$ cat src/rtl/stream_pushr_n.sv
// stream_pushr_n
//   Inserts a prefix of up to N words in front of a stream. A load captures
//   the words in dIn and the number of valid words in dIn_count. The block
//   emits those words on sOut, word 0 first, and then passes sIn through to
//   sOut combinationally. The load can be repeated at any time outside the
//   prefix phase. out_valid is raised once each prefix has been fully sent.
//
// Parameters
//   W  : word width of the stream and of each pushed word
//   N  : maximum number of pushed words per load
//   CW : width of dIn_count
//
// Ports
//   clk        clock
//   nrst       synchronous active-low reset
//   in_valid   load request (dIn, dIn_count)
//   in_ready   load can be accepted (low only while the prefix is emitted)
//   out_valid  prefix-complete acknowledge
//   out_ready  consumer takes the acknowledge
//   dIn        pushed words, word i at dIn[i*W +: W]
//   dIn_count  number of valid words in dIn; values above N saturate to N
//   sIn        input stream data; sIn_valid/sIn_ready form its handshake
//   sOut       output stream data; sOut_valid/sOut_ready form its handshake
module stream_pushr_n #(
  parameter int W  = 8,
  parameter int N  = 4,
  parameter int CW = $clog2(N + 1)
) (
  input  logic           clk,
  input  logic           nrst,
  input  logic           in_valid,
  output logic           in_ready,
  output logic           out_valid,
  input  logic           out_ready,
  input  logic [N*W-1:0] dIn,
  input  logic [CW-1:0]  dIn_count,
  input  logic [W-1:0]   sIn,
  input  logic           sIn_valid,
  output logic           sIn_ready,
  output logic [W-1:0]   sOut,
  output logic           sOut_valid,
  input  logic           sOut_ready
);

  typedef enum logic [1:0] {IDLE, PREFIX, PASS} state_t;

  state_t          state_q, state_d;
  logic [CW-1:0]   idx_q, idx_d;
  logic [CW-1:0]   cnt_q, cnt_d;
  logic            ack_q, ack_d;
  logic [N*W-1:0]  buf_q;
  logic [CW-1:0]   cnt_sat;
  logic            load;

  // Clamp a requested word count to the buffer depth.
  function automatic logic [CW-1:0] sat_count(input logic [CW-1:0] c);
    if (c > CW'(N)) return CW'(N);
    return c;
  endfunction

  assign cnt_sat = sat_count(dIn_count);
  assign load    = in_valid & in_ready;

  // Output decode. While nrst is low the block already presents its idle
  // face, even before the reset edge has updated the state.
  always_comb begin
    in_ready   = 1'b1;
    out_valid  = 1'b0;
    sOut       = '0;
    sOut_valid = 1'b0;
    sIn_ready  = 1'b0;
    if (nrst) begin
      in_ready  = (state_q != PREFIX);
      out_valid = ack_q;
      case (state_q)
        PREFIX: begin
          sOut       = buf_q[idx_q*W +: W];
          sOut_valid = 1'b1;
        end
        PASS: begin
          sOut       = sIn;
          sOut_valid = sIn_valid;
          sIn_ready  = sOut_ready;
        end
        default: ;
      endcase
    end
  end

  // Next-state logic. A load overrides everything else, including a pending
  // acknowledge, which is cleared and re-raised when the new prefix ends.
  always_comb begin
    state_d = state_q;
    idx_d   = idx_q;
    cnt_d   = cnt_q;
    ack_d   = ack_q;
    if (ack_q && out_ready) ack_d = 1'b0;
    if (load) begin
      idx_d = '0;
      cnt_d = cnt_sat;
      if (cnt_sat != '0) begin
        state_d = PREFIX;
        ack_d   = 1'b0;
      end else begin
        state_d = PASS;
        ack_d   = 1'b1;
      end
    end else if (state_q == PREFIX && sOut_ready) begin
      idx_d = idx_q + CW'(1);
      if (idx_q == cnt_q - CW'(1)) begin
        state_d = PASS;
        ack_d   = 1'b1;
      end
    end
  end

  always_ff @(posedge clk) begin
    if (!nrst) begin
      state_q <= IDLE;
      idx_q   <= '0;
      cnt_q   <= '0;
      ack_q   <= 1'b0;
    end else begin
      state_q <= state_d;
      idx_q   <= idx_d;
      cnt_q   <= cnt_d;
      ack_q   <= ack_d;
    end
  end

  // Prefix word storage; contents only matter after a load, so no reset.
  always_ff @(posedge clk) begin
    if (load) buf_q <= dIn;
  end

endmodule

$ cat config.mk
export PLATFORM = sky130hd
export DESIGN_NAME = stream_pushr_n
export DESIGN_NICKNAME = d
export VERILOG_FILES = /design/src/rtl/stream_pushr_n.sv
export SDC_FILE = /design/constraint.sdc
export NUM_CORES = 1
export LEC_CHECK = 0
export ABC_CLOCK_PERIOD_IN_PS = 1900
export CAP_MARGIN = 10
export CORE_MARGIN = 2
export CORE_UTILIZATION = 40
export CTS_CLUSTER_DIAMETER = 150
export DETAILED_ROUTE_END_ITERATION = 8
export PLACE_DENSITY = 0.84
export SLEW_MARGIN = 20
export SYNTH_ARGS = -nofsm -noshare
export SYNTH_HDL_FRONTEND = slang
export SYNTH_SLANG_ARGS = --single-unit
$ cat constraint.sdc
create_clock -name clk -period 1.9 [get_ports clk]
set_clock_uncertainty 0.05 [all_clocks]
set_input_delay 0.285 -clock clk [delete_from_list [all_inputs] [get_ports clk]]
set_output_delay 0.285 -clock clk [all_outputs]
set_load 0.05 [all_outputs]
==> impl_metrics.py <==
metrics = {
    "sta": {
        "fin_crit_sh_pct": 106,
        "setup_slack_ps": -117,
        "tightest_slew_ps": 327,
        "rsz0062_at_grt": "true",
        "layout_min_cycle_time_ps": 2020,
        "slew_headroom_pct": 78.0,
        "setup_violations": 8,
        "tns_ps": -746,
        "hold_violations": 0,
        "hold_ws_ps": 411,
        "fmax_mhz": 496,
        "drv_slew": 0,
    },
    "place": {
        "placed_cell_area_mm2": 0.00266,
        "place_congestion": 0.799,
        "dpl_worst_slack_ps": 66.4,
        "port_buffers": 60,
        "dp_hpwl_um": 2990,
    },
    "critical_path": {
        "cp_slowest_cell": "mux4_2",
        "worstRegToRegCells": 6,
        "r2r-start": "state_q[1]",
        "cp_max_fo": 7,
        "crit_path_end": "sOut[0]",
        "regToRegEndpoint": "buf_q[2]",
        "crit_start": "idx_q[0]",
        "cp_cell_sequence": "buf_12 -> mux4_2 -> a22oi_2 -> nor2_2 -> buf_12",
        "crit_top_cell": "buf_12",
        "startpoint_type": "flip-flop",
        "cp_slowest_stage_delay_ps": 530,
        "cp_data_required_time_ps": 1560,
        "path_class": "flip-flop to output port",
        "rrSetupSlack_ps": 250,
        "arrival_ps": 1680,
        "setup.worst_path.end_class": "output port",
    },
    "die": {
        "die_h_um": 71.0,
        "ios": 61,
        "die_area_mm2": 0.00504,
        "die_x_um": 71.0,
        "rows": 24,
        "start_util_pct": 41.5,
        "core_area_mm2": 0.00432,
    },
    "synthesis": {
        "yosysSeqAreaShare_pct": 63.6,
        "ys_warn_count": 0,
        "ys.flop_type": "edfxtp_1",
        "synth_edf_count": 32,
        "ys_async_sr_fraction_pct": 0,
        "yosysTopAreaCellShare_pct": 53.5,
        "synthTopCellsByArea": "edfxtp_1, dfxtp_1, mux4_2",
        "syn_nets": 175,
        "syn_avg_cell_area_um2": 14.7,
        "syn_area_mm2": 0.00180,
        "synth_cells": 122,
        "yosysTopAreaCell": "edfxtp_1",
        "yosysUniqueCellTypes": 30,
        "ys_seq_elements": 41,
    },
    "clock_network": {
        "cts_made_buffers": 5,
        "clk_pin_slew_ps": 70,
        "clock_latency_ps": 290,
        "cts_sinks": 41,
        "cts_tree": "done",
        "cts_max_level": 2,
        "cts-root-buf": "clkbuf_8",
        "clk_path_buf_depth": 2,
    },
    "cells_and_area": {
        "drive_gt1_share_pct": 32.8,
        "area_growth_pct": 59.9,
        "nets": 247,
        "fin_util_pct": 66.4,
        "n_antenna_cell": 0,
        "final_area_mm2": 0.00287,
    },
    "pwr": {
        "ir_drop_mv": 0.505,
        "p_per_area_mw_per_mm2": 751,
        "leakage_uw": 0.00102,
    },
    "routing": {
        "avgViaCountPerCell": 5.19,
        "routed.top_layer": "met4",
        "wl_met2_um": 2030,
        "first_iter_violations": 60,
        "wl_met1_um": 1640,
        "vias": 1282,
        "first_pass_iters": 5,
        "wl_per_cell_um": 16.1,
        "drc": 0,
        "wirelength_um": 3970,
        "detail-route-antenna-nets": 0,
        "wl_met3_um": 255,
    },
    "global_route": {
        "grtUsageTotal_pct": 17.1,
        "antenna_found_initial": 0,
        "grt-ovfl-total": 0,
        "grt_pass1_vias": 1340,
        "grt_max_degree": 25,
        "grt_pass1_wl_um": 6580,
    },
    "outcome": {
        "violations": "negative setup slack",
        "status": "complete, but fails checks",
    },
    "min_path": {
        "hold_path.class": "flip-flop to flip-flop",
    },
    "run": {
        "drv_cap": 0,
    },
}
## power breakdown
| part | total [uW] | internal [uW] | switching (uW) |
|---|---|---|---|
| Sequential | 1050 | 1030 | 16.9 |
| Clock | 711 | 428 | 283 |
| Combinational | 400 | 228 | 172 |
## final cells by class
class / instances / area (um2)
fill: 307 / 1450
sequential: 41 / 1140
timing repair buffer: 73 / 855
multi-input combinational: 68 / 671
clock buffer: 7 / 86.3
tap: 52 / 65.1
clock inverter: 1 / 30.0
inverter: 5 / 18.8
## layout by cell type (no fill, tap or decap), types with 2 or more instances in the layout
master | synthesis | routed
a31oi_1 | 3 | 3
and2_1 | 2 | 2
buf_6 | 1 | 3
nor2_2 | 0 | 8
nor2b_1 | 3 | 3
mux4_2 | 8 | 8
ha_1 | 4 | 3
mux2i_1 | 2 | 2
nand2b_1 | 3 | 2
edfxtp_1 | 32 | 32
a22oi_2 | 0 | 8
buf_4 | 0 | 8
clkdlybuf4s50_1 | 0 | 48
a21boi_0 | 2 | 2
xor2_1 | 2 | 2
a21oi_1 | 2 | 2
clkbuf_8 | 0 | 6
dfxtp_2 | 0 | 3
buf_12 | 0 | 14
inv_1 | 4 | 4
o21ai_0 | 2 | 2
nand2_1 | 6 | 6
nand3b_1 | 2 | 2
nor3b_1 | 2 | 2
dfxtp_1 | 9 | 6
## synthesized netlist by cell type, drive strengths merged, types with 2 or more instances
master	number
nor3b	2
a22oi	9
and2	2
mux4	8
ha	4
xor2	2
a21oi	2
buf	5
o21ai	2
dfxtp	9
edfxtp	32
a31oi	3
nand2	6
nor2	9
clkbuf	3
nor2b	3
nand3b	2
mux2i	2
nand2b	3
a21boi	3
inv	5
## logic make-up after synthesis
| family | count (synthesis) | synth area share [%] |
|---|---|---|
| compound gates | 21 | 8.29 |
| mux | 10 | 11.1 |
| buf+inv | 13 | 3.41 |
| fa+ha+maj | 4 | 2.79 |
| flops | 41 | 63.6 |
| xor+xnor | 3 | 2.23 |
| simple gates | 30 | 8.57 |
## how the worst min path moves through the flow
stage             start  endpoint  slack (ps)  cells after the start
6_report       cnt_q[1]  cnt_q[1]         410                      2
5_1_grt        cnt_q[1]  cnt_q[1]         450                      2
4_1_cts        cnt_q[1]  cnt_q[1]         420                      2
3_5_place_dp   cnt_q[1]  cnt_q[1]         400                      2
3_3_place_gp   cnt_q[1]  cnt_q[1]         390                      2
2_1_floorplan    dIn[0]  buf_q[0]         330                      0
## repair_timing
action                     in CTS  in global routing
setup buffers                   1                  1
hold buffers                    0                  0
setup endpoints to repair       9                  9
gates cloned                    0                  1
pin swaps                       8                  1
gates resized for setup        13                  6
## through the flow
step | cells | total power (uW)
5_1_grt | 247 | 2240
6_report | 247 | 2160
4_1_cts | 245 | 2160
2_1_floorplan | 122 | 1220
3_5_place_dp | 236 | 1430
3_3_place_gp | 236 | 1410
## per-layer routing
metal | track usage, % | vias up
met5 | 0 | -
met4 | 4.40 | 0
met3 | 5.41 | 3
met2 | 29.2 | 53
met1 | 21.2 | 620
li1 | - | 606
## critical path: cells and delay by family (launching register included)
family                 cells  cell delay (ps)
buffers and inverters      2              280
AO/OA/AOI/OAI              1              160
multiplexers               1              530
flip-flops                 1              360
AND/OR/NAND/NOR            1               70
## flip-flops by register name, indices dropped and copies added (netlist names)
signal and flops:
ack_q 1, cnt_q 3, idx_q 3, state_q 2, buf_q 32
Power figures use the tool's default switching activity.
